## config.mk

```make
export PLATFORM = sky130hd
export DESIGN_NAME = uart_tx_typed_chunk_arbiter
export DESIGN_NICKNAME = d
export VERILOG_FILES = /design/src/rtl/uart_tx_typed_chunk_arbiter_pkg.sv /design/src/rtl/uart_tx_typed_chunk_arbiter_rr_arbiter.sv /design/src/rtl/uart_tx_typed_chunk_arbiter.sv
export SDC_FILE = /design/constraint.sdc
export NUM_CORES = 1
export LEC_CHECK = 0
export ABC_AREA = 1
export CORE_MARGIN = 2
export CORE_UTILIZATION = 47
export DETAILED_ROUTE_END_ITERATION = 10
export PLACE_DENSITY = 0.95
export SLEW_MARGIN = 15
export SYNTH_ARGS = -nofsm -noshare
export SYNTH_HDL_FRONTEND = slang
export SYNTH_SLANG_ARGS = --single-unit
```

## constraint.sdc

```tcl
create_clock -name CLK -period 4.5 [get_ports CLK]
set_input_delay 0.675 -clock CLK [delete_from_list [all_inputs] [get_ports CLK]]
set_output_delay 0.675 -clock CLK [all_outputs]
set_load 0.01 [all_outputs]
```

## src/rtl/uart_tx_typed_chunk_arbiter_pkg.sv

```systemverilog
// Shared typed-chunk framing constants, FSM/phase encodings and helpers
// used by the multi-channel chunk sender (and the matching RX de-chunker).
package uart_tx_typed_chunk_arbiter_pkg;

  localparam logic [7:0] ESC_BYTE = 8'h00;
  localparam logic [7:0] ESC_NULL = 8'h00;
  localparam logic [7:0] ESC_EOC  = 8'h01;
  localparam logic [7:0] TYPE_MIN = 8'h02;

  typedef enum logic [2:0] {
    ST_IDLE,
    ST_GRANT,
    ST_REJECT,
    ST_LOAD,
    ST_STROBE,
    ST_WAIT,
    ST_ACK
  } state_t;

  typedef enum logic [2:0] {
    PH_HDR_ESC,
    PH_HDR_TYPE,
    PH_PAYLOAD,
    PH_EOC_ESC,
    PH_EOC_VAL
  } phase_t;

  // Types below TYPE_MIN collide with the escape codes and cannot be framed.
  function automatic logic is_reserved(input logic [7:0] chunk_type);
    return chunk_type < TYPE_MIN;
  endfunction

endpackage

```

## src/rtl/uart_tx_typed_chunk_arbiter_rr_arbiter.sv

```systemverilog
// Round-robin arbiter: grants the first requester after the last granted index.
// The pointer only moves when the caller accepts a grant via advance.
module rr_arbiter #(
  parameter int N = 2,
  parameter int W = (N > 1) ? $clog2(N) : 1
) (
  input  logic         CLK,
  input  logic         RST,
  input  logic [N-1:0] req,
  input  logic         advance,
  output logic [W-1:0] grant_idx,
  output logic [N-1:0] grant_oh,
  output logic         any_req
);

  logic [W-1:0] ptr;
  logic         found;
  int unsigned  cand;

  assign any_req = |req;

  always_comb begin
    grant_idx = '0;
    grant_oh  = '0;
    found     = 1'b0;
    cand      = 0;
    for (int unsigned off = 1; off <= N; off++) begin
      cand = (32'(ptr) + off) % N;
      if (!found && req[cand]) begin
        found          = 1'b1;
        grant_idx      = W'(cand);
        grant_oh[cand] = 1'b1;
      end
    end
  end

  // Pointer at N-1 after reset makes channel 0 the first candidate.
  always_ff @(posedge CLK) begin
    if (RST) begin
      ptr <= W'(N - 1);
    end else if (advance && any_req) begin
      ptr <= grant_idx;
    end
  end

endmodule

```

## src/rtl/uart_tx_typed_chunk_arbiter.sv

```systemverilog
// Multi-channel typed chunk sender: round-robin picks a channel and frames its
// chunk as 00 TT | escaped payload | 00 01 into a single UART TX byte engine.
module uart_tx_typed_chunk_arbiter
  import uart_tx_typed_chunk_arbiter_pkg::*;
#(
  parameter int CHANNELS     = 2,
  parameter int BUFFER_BYTES = 4,
  parameter int SIZE_W       = $clog2(BUFFER_BYTES + 1),
  parameter int CH_W         = (CHANNELS > 1) ? $clog2(CHANNELS) : 1
) (
  input  logic                             CLK,
  input  logic                             RST,
  input  logic [CHANNELS-1:0]              ch_req,
  input  logic [CHANNELS*SIZE_W-1:0]       ch_size,
  input  logic [CHANNELS*8-1:0]            ch_type,
  input  logic [CHANNELS*BUFFER_BYTES*8-1:0] ch_bytes,
  output logic [CHANNELS-1:0]              ch_ack,
  output logic [CHANNELS-1:0]              ch_err,
  output logic                             tx_valid,
  output logic [7:0]                       tx_data,
  input  logic                             tx_done,
  output logic                             busy,
  output logic [CH_W-1:0]                  active_ch
);

  localparam logic [SIZE_W-1:0] MAX_SIZE = SIZE_W'(BUFFER_BYTES);

  state_t                state;
  state_t                state_nxt;
  phase_t                phase;
  logic [CHANNELS-1:0]   active_oh;
  logic [7:0]            type_q;
  logic [SIZE_W-1:0]     size_q;
  logic [SIZE_W-1:0]     idx;
  logic                  esc_done;

  logic [CH_W-1:0]       arb_idx;
  logic [CHANNELS-1:0]   arb_oh;
  logic                  arb_any;
  logic                  arb_advance;

  logic [7:0]            sel_type;
  logic [SIZE_W-1:0]     sel_size;
  logic [SIZE_W-1:0]     size_clamped;
  logic [7:0]            cur_byte;
  logic                  esc_needed;
  logic                  last_payload;
  logic [7:0]            next_byte;

  assign arb_advance = (state == ST_IDLE);

  rr_arbiter #(
    .N (CHANNELS),
    .W (CH_W)
  ) u_arb (
    .CLK       (CLK),
    .RST       (RST),
    .req       (ch_req),
    .advance   (arb_advance),
    .grant_idx (arb_idx),
    .grant_oh  (arb_oh),
    .any_req   (arb_any)
  );

  // Payload is read live from the granted channel; only type/size are copied.
  always_comb begin
    sel_type = '0;
    sel_size = '0;
    cur_byte = '0;
    for (int unsigned i = 0; i < CHANNELS; i++) begin
      if (CH_W'(i) == active_ch) begin
        sel_type = ch_type[i*8 +: 8];
        sel_size = ch_size[i*SIZE_W +: SIZE_W];
        for (int unsigned k = 0; k < BUFFER_BYTES; k++) begin
          if (SIZE_W'(k) == idx) begin
            cur_byte = ch_bytes[(i*BUFFER_BYTES + k)*8 +: 8];
          end
        end
      end
    end
  end

  assign size_clamped = (sel_size > MAX_SIZE) ? MAX_SIZE : sel_size;
  assign esc_needed   = (phase == PH_PAYLOAD) && (cur_byte == ESC_BYTE) && !esc_done;
  assign last_payload = ((idx + SIZE_W'(1)) == size_q);

  always_comb begin
    next_byte = ESC_BYTE;
    case (phase)
      PH_HDR_ESC:  next_byte = ESC_BYTE;
      PH_HDR_TYPE: next_byte = type_q;
      PH_PAYLOAD:  next_byte = (cur_byte == ESC_BYTE) ? (esc_done ? ESC_NULL : ESC_BYTE)
                                                      : cur_byte;
      PH_EOC_ESC:  next_byte = ESC_BYTE;
      PH_EOC_VAL:  next_byte = ESC_EOC;
      default:     next_byte = ESC_BYTE;
    endcase
  end

  always_comb begin
    state_nxt = state;
    tx_valid  = 1'b0;
    busy      = 1'b1;
    ch_ack    = '0;
    ch_err    = '0;
    case (state)
      ST_IDLE: begin
        busy = 1'b0;
        if (arb_any) state_nxt = ST_GRANT;
      end
      ST_GRANT:  state_nxt = is_reserved(sel_type) ? ST_REJECT : ST_LOAD;
      ST_REJECT: begin
        ch_err    = active_oh;
        state_nxt = ST_IDLE;
      end
      ST_LOAD:   state_nxt = ST_STROBE;
      ST_STROBE: begin
        tx_valid  = 1'b1;
        state_nxt = ST_WAIT;
      end
      ST_WAIT: begin
        if (tx_done) state_nxt = (phase == PH_EOC_VAL) ? ST_ACK : ST_LOAD;
      end
      ST_ACK: begin
        ch_ack    = active_oh;
        state_nxt = ST_IDLE;
      end
      default: state_nxt = ST_IDLE;
    endcase
  end

  always_ff @(posedge CLK) begin
    if (RST) begin
      state     <= ST_IDLE;
      phase     <= PH_HDR_ESC;
      active_ch <= '0;
      active_oh <= '0;
      type_q    <= '0;
      size_q    <= '0;
      idx       <= '0;
      esc_done  <= 1'b0;
      tx_data   <= '0;
    end else begin
      state <= state_nxt;
      case (state)
        ST_IDLE: begin
          if (arb_any) begin
            active_ch <= arb_idx;
            active_oh <= arb_oh;
          end
        end
        ST_GRANT: begin
          type_q   <= sel_type;
          size_q   <= size_clamped;
          phase    <= PH_HDR_ESC;
          idx      <= '0;
          esc_done <= 1'b0;
        end
        ST_LOAD: tx_data <= next_byte;
        ST_WAIT: begin
          if (tx_done) begin
            case (phase)
              PH_HDR_ESC:  phase <= PH_HDR_TYPE;
              PH_HDR_TYPE: phase <= (size_q == '0) ? PH_EOC_ESC : PH_PAYLOAD;
              PH_PAYLOAD: begin
                // A 00 payload byte is sent twice; the index only moves after the second.
                if (esc_needed) begin
                  esc_done <= 1'b1;
                end else begin
                  esc_done <= 1'b0;
                  idx      <= idx + SIZE_W'(1);
                  if (last_payload) phase <= PH_EOC_ESC;
                end
              end
              PH_EOC_ESC:  phase <= PH_EOC_VAL;
              default:     phase <= phase;
            endcase
          end
        end
        default: ;
      endcase
    end
  end

endmodule

```

* After elaboration in Yosys (flattened, before gate mapping) *
Index checks and enable logic that the tools add are counted.

word-level totals
  register bits after elaboration = 33
  input port bits = 91
  output and inout bits = 15
  word-level logic and storage cells = 112

operators by class
  add/subtract/negate cells = 3
  $lt $le $gt $ge = 6
  equal/unequal tests = 21
  muxes and demuxes = 51
  bitwise gates (word level) = 1
  reductions and logical operators = 20

operators with widths
  operator               count
  $mux W8                12
  $mux W3                11
  $pmux W8 S3            1
  $mux W1                16
  $pmux W3 S5            1
  $eq A3 B2 Y1 const B   4
  $eq A3 B3 Y1 const B   4
  $logic_not A3 Y1       4
  $pmux W3 S2            2
  $pmux W3 S4            1
  $logic_not A8 Y1       1
  $lt A8 B2 Y1 const B   1
  $mux W2                4
  $ne A2 B2 Y1 const B   4
  $eq A2 B3 Y1 const A   2
  $eq A3 B1 Y1 const B   2
  $logic_and A1 B1 Y1    6
  $ne A3 B3 Y1 const B   2
  $ne A5 B2 Y1 const B   1
  $reduce_and A5 Y1      1
  $lt A1 B2 Y1 const B   2
  $reduce_and A2 Y1      2
  $reduce_and A4 Y1      1
  $add A3 B1 Y3 const B  1
  12 further kinds       16

* Logic depth before layout (Yosys ltp) *
Gate-level depths: netlist (run 1).

  word-level depth = 18
  depth in mapped cells = 20
  gate-level depth less buffers = 19

* Modules after synthesis *
From an unflattened synthesis (run 1), not the netlist that was laid out.

second synthesis, totals
  cell total of the unflattened synthesis = 469
  area, all modules = 2662.6 um^2

modules (own cells, without submodules)
  module                       times used  cells each  area each (um^2)  seq. area each (um^2)
  uart_tx_typed_chunk_arbiter  1           455         2587.5            640.6
  rr_arbiter                   1           14          75.1              20.0

* Worst setup path after synthesis (run 1) *
Ideal clock, no wire load.

  path kind = flip-flop to flip-flop
  from = register idx[0]
  to = register phase[0]
  arrival time = 2.096 ns
  data required time = 4.385 ns
  slack = 2.289 ns
  stages on the path, launching flop included = 17
  buffers on the path = 2
  path through = dfxtp_1 -> ha_1 -> ha_1 -> clkinv_1 -> clkbuf_1 -> nand2_1 -> inv_1 -> nand2_1 -> nand2_1 -> nand2_1 -> nor2_1 -> nand3_1 -> a21oi_2 -> nand3_2 -> buf_6 -> a21oi_1 -> nor2_1

between the ends
  word-level cells in the longest chain between the ends = 16
  elaborated cells on any way between the ends = 22
  those cells by class = add/sub: 1; eq/ne: 6; mux: 10; reduce/logical: 5

ends and longest elaborated chain
  what                               line                                RTL
  from (decl)                        uart_tx_typed_chunk_arbiter.sv:34   logic [SIZE_W-1:0] idx;
  from (signal assigned)             uart_tx_typed_chunk_arbiter.sv:171  idx <= idx + SIZE_W'(1);
  $logic_not A3 Y1                   uart_tx_typed_chunk_arbiter.sv:75   if (SIZE_W'(k) == idx) begin
  $mux W8 (4 in series)              uart_tx_typed_chunk_arbiter.sv:75
  $mux W8                            uart_tx_typed_chunk_arbiter.sv:71   if (CH_W'(i) == active_ch) begin
  $mux W8 (4 in series)              uart_tx_typed_chunk_arbiter.sv:75
  $mux W8                            uart_tx_typed_chunk_arbiter.sv:71
  $logic_not A8 Y1                   uart_tx_typed_chunk_arbiter.sv:84   assign esc_needed = (phase == PH_PAYLOAD) && (cur_byte == ESC_BYTE) && !esc_done;
  $logic_and A1 B1 Y1 (2 in series)  uart_tx_typed_chunk_arbiter.sv:84
  $ne A3 B3 Y1 (no line)             --
  $reduce_and A5 Y1 (no line) *      --
  to (signal assigned)               uart_tx_typed_chunk_arbiter.sv:164  PH_HDR_TYPE: phase <= (size_q == '0) ? PH_EOC_ESC : PH_PAYLOAD;
  to (signal assigned)               uart_tx_typed_chunk_arbiter.sv:176  default: phase <= phase;
  to (decl)                          uart_tx_typed_chunk_arbiter.sv:30   phase_t phase;

Every way passes the cells marked *; elsewhere a longest branch is shown, timed or not.
A chain may end at the register's enable or synchronous reset.

* Worst setup path in the final report (run 1) *
  from = register active_ch
  to = register phase[0]

between the ends
  word-level cells in the longest chain between the ends = 11

ends and longest elaborated chain
  what                                 line                                RTL
  from (decl)                          uart_tx_typed_chunk_arbiter.sv:23   output logic [CH_W-1:0] active_ch
  from (signal assigned)               uart_tx_typed_chunk_arbiter.sv:148  active_ch <= arb_idx;
  $mux W8                              uart_tx_typed_chunk_arbiter.sv:71
  $mux W8 (4 in series)                uart_tx_typed_chunk_arbiter.sv:75
  $mux W8 *                            uart_tx_typed_chunk_arbiter.sv:71
  $logic_not A8 Y1 *                   uart_tx_typed_chunk_arbiter.sv:84
  $logic_and A1 B1 Y1 * (2 in series)  uart_tx_typed_chunk_arbiter.sv:84
  $ne A3 B3 Y1 (no line) *             --
  $reduce_and A5 Y1 (no line) *        --

Marked as above.

==> results of run 1 <==
[cell usage in the layout (no fill, tap or decap), types with 5 or more instances in the layout]
cell type,count
a21oi_1,33
clkbuf_8,5
inv_1,57
dfxtp_1,33
ha_1,5
clkdlybuf4s50_1,105
o21ai_0,27
nand3_1,32
or2_2,10
nand2_1,162
nor2_1,57
[synthesized netlist by cell type, drive strengths merged]
| library cell | instances | area share |
|---|---|---|
| clkbuf | 5 | 0.0071 |
| a21oi | 34 | 0.066 |
| nor2 | 58 | 0.084 |
| a31oi | 3 | 0.0071 |
| o21ai | 29 | 0.055 |
| inv | 59 | 0.084 |
| a211oi | 1 | 0.0029 |
| o41ai | 1 | 0.0033 |
| mux2i | 2 | 0.0076 |
| or2 | 12 | 0.029 |
| o211ai | 2 | 0.0057 |
| nor3 | 3 | 0.0076 |
| ha | 5 | 0.024 |
| nand3 | 34 | 0.069 |
| clkinv | 3 | 0.0043 |
| nand2 | 165 | 0.24 |
| buf | 11 | 0.037 |
| a221oi | 1 | 0.0033 |
| or4 | 1 | 0.0029 |
| xnor2 | 1 | 0.0033 |
| xor2 | 2 | 0.0067 |
| dfxtp | 33 | 0.25 |
[layout make-up]
class / instances / area share
inverters: 62 / 0.0623
multi-input cells: 354 / 0.433
clock inverters: 2 / 0.00268
repair buffers: 105 / 0.282
flip-flops and latches: 33 / 0.177
well taps: 72 / 0.0241
clock buffers: 6 / 0.0194
[logic make-up (layout without fill, tap and decap cells)]
kind of cell	Yosys count	after routing
buffers and inverters	78	175
xor gates and xnor gates	3	3
AOI/OAI and AO/OA	71	71
and+or+nand+nor	273	273
adders and majority gates	5	5
muxes	2	2
DFF	33	33
[per-stage QoR]
step	power, W	cell area [µm²]	hold WS (ns)	utilization
after floorplan	0.000680	2630	0.422	-
after global placement	0.000830	3650	0.429	0.671
after detailed placement	0.000843	3650	0.438	0.671
after CTS	0.00106	3730	0.448	0.686
after global routing	0.00114	3730	0.472	0.686
final	0.00106	3730	0.450	0.686
[report_power, final]
group / switching [W] / leakage, nW / internal (W) / total, W
Sequential: 0.0000294 / 0.270 / 0.000324 / 0.000354
Combinational: 0.000286 / 1.40 / 0.000205 / 0.000491
Clock: 0.000111 / 0.0450 / 0.000107 / 0.000218
[layer usage]
layer,vias to the layer above,share of wire,global-route usage
met5,-,0,0
met4,0,0.030,0.114
met3,20,0.095,0.0614
met2,177,0.47,0.473
met1,1401,0.41,0.327
li1,1642,-,-
[path summary, 6_finish.rpt]
check / slack (ns) / to / start
worst min-delay path: 0.45 / type_q[2] / type_q[2]
worst max-delay path: 1.64 / phase[0] / active_ch
worst min register to register: 0.45 / type_q[2] / type_q[2]
worst max register to register: 1.64 / phase[0] / active_ch
[critical path, delay by kind of cell, from the launching register on]
| kind | cells | cell delay, ns |
|---|---|---|
| flip-flops | 1 | 0.87 |
| AND/OR/NAND/NOR | 8 | 0.75 |
| buffers and inverters | 2 | 0.59 |
| AO/OA/AOI/OAI | 3 | 0.54 |
[sequential cells by signal (all words and copies together), names as in the netlist, 2 cells and up]
name and cells:
tx_data 8, type_q 8, idx 3, phase 3
size_q 3, state 3, active_oh 2
==> key figures, run 1 <==
Run status
  • Status: finished clean

Die
  • Initial Util: 0.483
  • Die X: 78.8 µm
  • Die Footprint: 6200 µm²
  • Die Ht: 78.8 µm
  • Core box area: 5440 µm²
  • I/O pin total: 106
  • Core Rows: 27

Timing
  • Endpoints failing setup: 0
  • Final period util: 0.636
  • Setup ws final: 1.64 ns
  • Worst Clk Skew: 0.00575 ns
  • Rel. slew slack: 0.440
  • Setup TNS Final: 0 ns
  • Final hold vios: 0
  • Peak Freq: 350 MHz
  • Max Slew Vio Count: 0
  • Worst-margin pin slew: 0.839 ns
  • RSZ-0062 raised after global routing: no
  • Final worst path period need: 2.86 ns

Routing
  • DRT Pass-1 Iters: 5
  • DR iter-0 viols: 166
  • Mean number of vias per cell: 5.11
  • WL final: 8480 µm
  • DR WL/cell: 13.4 µm
  • Final ANT Viol Nets: 0
  • Total number of vias: 3240
  • DRC viols: 0

CTS
  • PostCTS Resize Cnt: 0
  • Post-CTS setup buffer count: 0
  • Clk_lat worst skew: 0.29 ns
  • CTS tree: yes
  • Htree depth: 2
  • Cts hold-fix bufs: 0
  • Longest Clk Path Bufs: 2
  • CTS Root Cell: clkbuf_8
  • # clock sinks: 33
  • TritonCTS Buffers: 5
  • Clock-pin slew on the worst setup and hold paths: 0.07 ns

Setup path
  • R2r worst-path depth: 13
  • Crit-path cells: inv_1 -> o21ai_1 -> inv_1 -> nand2_1 -> nand2_1 -> nand2_1 -> nand2_1 -> nor2_1 -> nand3_1 -> a21oi_2 -> nand3_2 -> a21oi_1 -> nor2_1
  • Critical Path Max Stage Delay: 0.87 ns
  • CP most frequent cell: nand2_1
  • Critical path class: reg2reg
  • Critical path launch point type: flop
  • Slowest cell on the critical path: dfxtp_1
  • Setup crit end kind: flop
  • Crit Path Max Fanout: 22
  • Crit path DAT: 3.04 ns
  • CP required: 4.68 ns

Hold path
  • Min-Delay Path Class: reg2reg
  • Hold path depth: 2

Synthesis
  • Syn_nets: 561
  • Syn avg cell area: 5.65 µm²
  • Mux share of post-synthesis cell area: 0.00762
  • Number of synthesized register bits: 33
  • Distinct cells, synth: 32
  • YS warnings: 0
  • Simple-Gate Fraction of Synth Area: 0.430
  • Combinational family with the most area after synthesis: simple AND/OR/NAND/NOR gates
  • Cell Area, Synth: 2630 µm²
  • Mapped Cells: 465
  • Sequential-to-total area share from yosys stat: 0.252
  • Synth Area in Adders: 0.0238
  • Complex-gate fraction of the synthesized area: 0.144
  • Synth Area in XOR/XNOR: 0.0100

Global routing
  • Vias in the first global route: 3038
  • First-pass GRT wire length: 13600 µm
  • GRT Total Usage: 0.274
  • Gr ovfl total: 0
  • Largest net degree at the start of global routing: 29
  • Initial antenna violation count: 0

Finish
  • Reg area: 661 µm²
  • Final #Nets: 657
  • Area Overhead vs Synth: 42.2%
  • Fin cells: 634
  • Antenna Cells: 0
  • Fillers: 488
  • Layout cells sized above 1: 0.0480
  • Footprint of the multi-input gates: 1620 µm²

Place
  • Port Buffers: 105
  • Place WS: 1.69 ns
  • Placed Cells: 626
  • Routability cong.: 0.957
  • Hpwl dp: 6590 µm

Job
  • Max Cap Viol: 0

Power
  • Static Leak: 1.72 nW
  • Pwr Density: 285 nW/µm²
  • Worst VDD drop: 0.220 mV
No activity file was read; power rests on OpenSTA's default activity.
==> inputs of run 2 (changes only) <==
--- a/config.mk
+++ b/config.mk
@@ -7,9 +7,9 @@
 export LEC_CHECK = 0
 export ABC_AREA = 1
 export CORE_MARGIN = 2
-export CORE_UTILIZATION = 47
+export CORE_UTILIZATION = 40
 export DETAILED_ROUTE_END_ITERATION = 10
-export PLACE_DENSITY = 0.95
+export PLACE_DENSITY = 0.9
 export SLEW_MARGIN = 15
 export SYNTH_ARGS = -nofsm -noshare
 export SYNTH_HDL_FRONTEND = slang
==> constraint.sdc (replaced) <==
create_clock -name CLK -period 2.3 [get_ports CLK]
set_input_delay 0.345 -clock CLK [delete_from_list [all_inputs] [get_ports CLK]]
set_output_delay 0.345 -clock CLK [all_outputs]
set_load 0.01 [all_outputs]
==> run 2 against run 1 <==
Largest cell class unchanged; largest power group unchanged; worst hold slack better by 0.0022 ns; clock power is 100% higher; register-to-register slack worse by 1.7 ns; die area is 17% higher; highest routed layer unchanged; the run now ends with setup timing left; combinational power grew to 2.6 times the previous value; power is 130% higher; critical path depth is 4 higher.
==> key figures, run 2 (synthesis gave the netlist of run 1 again) <==
Run status
  • Status: finished, violations left (was finished clean)
  • Failing checks: setup timing

Timing
  • Rel. slew slack: 0.570 (was 0.440)
  • Final worst path period need: 2.33 ns (was 2.86 ns)
  • Worst Clk Skew: 0.00928 ns (was 0.00575 ns)
  • Max Slew Vio Count: 0 (unchanged)
  • Peak Freq: 430 MHz (was 350 MHz)
  • RSZ-0062 raised after global routing: yes (was no)
  • Final period util: 1.01 (was 0.636)
  • Worst-margin pin slew: 0.640 ns (was 0.839 ns)
  • Setup TNS Final: -0.0399 ns (was 0 ns)
  • Final hold vios: 0 (unchanged)
  • Setup ws final: -0.0253 ns (was 1.64 ns)
  • Endpoints failing setup: 2 (was 0)

Setup path
  • Setup crit end kind: flop (unchanged)
  • CP endpoint: idx[1] (was phase[0])
  • Reg2Reg Setup Slack: -0.03 ns (was 1.64 ns)
  • Critical Path Max Stage Delay: 0.41 ns (was 0.87 ns)
  • Critical path launch point type: flop (unchanged)
  • Reg2reg start: idx[0] (was active_ch)
  • Reg2reg end: idx[1] (was phase[0])
  • R2r worst-path depth: 17 (was 13)
  • Slowest cell on the critical path: dfxtp_4 (was dfxtp_1)
  • CP required: 2.53 ns (was 4.68 ns)
  • Crit-path cells: inv_4 -> ha_4 -> nand2_4 -> inv_1 -> nand2_1 -> nand2_1 -> inv_1 -> nand2_1 -> nand3_1 -> nand2_1 -> nor2_2 -> nand3_2 -> a21oi_4 -> nand3_4 -> nand3_2 -> nand2_1 -> nor2_1 (was inv_1 -> o21ai_1 -> inv_1 -> nand2_1 -> nand2_1 -> nand2_1 -> nand2_1 -> nor2_1 -> nand3_1 -> a21oi_2 -> nand3_2 -> a21oi_1 -> nor2_1)
  • Critical path depth: 17 (was 13)
  • Crit path max-delay family: simple AND/OR/NAND/NOR gates (was flip-flops)
  • Bufs and invs on worst path: 3 (was 2)
  • Worst setup path startpoint: idx[0] (was active_ch)
  • Crit path DAT: 2.55 ns (was 3.04 ns)
  • Critical path class: reg2reg (unchanged)
  • CP most frequent cell: nand2_1 (unchanged)
  • Crit Path Max Fanout: 7 (was 22)

Routing
  • Mean number of vias per cell: 5.31 (was 5.11)
  • DR iter-0 viols: 248 (was 166)
  • Final ANT Viol Nets: 0 (unchanged)
  • DRT Pass-1 Iters: 7 (was 5)
  • Total number of vias: 3554 (was 3240)
  • DR WL/cell: 14.5 µm (was 13.4 µm)
  • WL final: 9730 µm (was 8480 µm)
  • DRC viols: 0 (unchanged)

Die
  • Die X: 85.0 µm (was 78.8 µm)
  • Die Ht: 85.0 µm (was 78.8 µm)
  • Core Rows: 29 (was 27)
  • I/O pin total: 106 (unchanged)
  • Initial Util: 0.414 (was 0.483)
  • Core box area: 6350 µm² (was 5440 µm²)
  • Die Footprint: 7230 µm² (was 6200 µm²)

Finish
  • Final #Nets: 687 (was 657)
  • Area Overhead vs Synth: 62.2% (was 42.2%)
  • Most common cell after layout, fill and taps aside: nand2_1 (unchanged)
  • Layout cells sized above 1: 0.171 (was 0.0480)
  • Commonest cells after routing, fill and taps aside: nand2_1 (146), clkdlybuf4s50_1 (105), inv_1 (55) (was nand2_1 (162), clkdlybuf4s50_1 (105), inv_1 (57), nor2_1 (57))
  • Fin cells: 669 (was 634)
  • Antenna Cells: 0 (unchanged)
  • Largest regs: tx_data: 8 flops, type_q: 8 flops (unchanged)
  • Post-route cell area: 4260 µm² (was 3730 µm²)

Place
  • Placed Cells: 647 (was 626)
  • Hpwl dp: 6480 µm (was 6590 µm)
  • Place WS: -0.157 ns (was 1.69 ns)
  • Port Buffers: 105 (unchanged)
  • Placed inst area: 3790 µm² (was 3650 µm²)
  • Routability cong.: 0.889 (was 0.957)

Global routing
  • Gr ovfl total: 0 (unchanged)
  • Vias in the first global route: 3254 (was 3038)
  • Largest net degree at the start of global routing: 26 (was 29)
  • First-pass GRT wire length: 13800 µm (was 13600 µm)
  • M1 GR Usage: 0.270 (was 0.327)
  • GR Util met3: 0.0535 (was 0.0614)
  • Initial antenna violation count: 0 (unchanged)
  • Busiest grt layer: met2 (unchanged)
  • GRT Total Usage: 0.235 (was 0.274)
  • M2 GR Usage: 0.420 (was 0.473)

CTS
  • TritonCTS Buffers: 5 (unchanged)
  • CTS Root Cell: clkbuf_8 (unchanged)
  • CTS tree: yes (unchanged)
  • Htree depth: 2 (unchanged)
  • Clk_lat worst skew: 0.30 ns (was 0.29 ns)
  • # clock sinks: 33 (unchanged)
  • Longest Clk Path Bufs: 2 (unchanged)
  • Clock-pin slew on the worst setup and hold paths: 0.07 ns (about the same)

Power
  • Power Total: 0.00241 W (was 0.00106 W)
  • Static Leak: 1.93 nW (was 1.72 nW)
  • Pwr Density: 566 nW/µm² (was 285 nW/µm²)
  • Worst VDD drop: 0.406 mV (was 0.220 mV)

Job
  • Max Cap Viol: 0 (unchanged)

Hold path
  • Min-Delay Path Class: reg2reg (unchanged)
==> run 2: repair_timing <==
item                                    in CTS  in global routing
hold buffers                                 0                  0
endpoints found under the setup margin       7                  9
resized for setup                            5                 64
setup buffers                                0                 10
pin swaps                                    2                 21
cloned                                       1                  3
==> run 2: area by class of cell <==
cell class              instances  area, µm²
flip-flops and latches         33        668
inverters                      62        243
clock inverters                 2       10.0
multi-input cells             355       1850
clock buffers                   6       72.6
well taps                      77       96.3
repair buffers                134       1330
fillers                       474       2090
==> run 2: per-layer routing <==
layer	vias to the layer above	routed length (µm)
li1	1711	-
met1	1625	3830
met2	176	4840
met3	42	684
met4	0	381
met5	-	0
==> run 2: how the worst min path moves through the flow <==
stage / startpoint / endpoint / slack, ns / depth (start not counted)
final: type_q[2] / type_q[2] / 0.45 / 2
after global routing: type_q[3] / type_q[3] / 0.48 / 2
after CTS: type_q[2] / type_q[2] / 0.45 / 2
after detailed placement: type_q[2] / type_q[2] / 0.44 / 2
after global placement: type_q[4] / type_q[4] / 0.43 / 2
after floorplan: type_q[3] / type_q[3] / 0.42 / 2
==> run 2: power breakdown <==
| group | total, W | internal (W) | switching, W |
|---|---|---|---|
| clock | 0.000436 | 0.000210 | 0.000227 |
| sequential | 0.000687 | 0.000636 | 0.0000508 |
| combinational | 0.00129 | 0.000569 | 0.000718 |
| total | 0.00241 | 0.00141 | 0.000996 |
==> run 2: worst reg2reg max path, stage by stage, from the launching register on <==
cell and delay [ns]:
dfxtp_4 0.41, inv_4 0.06, ha_4 0.16, nand2_4 0.11
inv_1 0.16, nand2_1 0.09, nand2_1 0.05, inv_1 0.04
nand2_1 0.06, nand3_1 0.10, nand2_1 0.11, nor2_2 0.11
nand3_2 0.10, a21oi_4 0.20, nand3_4 0.18, nand3_2 0.12
nand2_1 0.07, nor2_1 0.12
==> run 2: stage by stage <==
stage	hold slack (ns)	utilization
global route	0.476	0.671
CTS	0.452	0.615
detailed placement	0.442	0.597
finish	0.452	0.671
floorplan	0.422	-
global placement	0.435	0.597
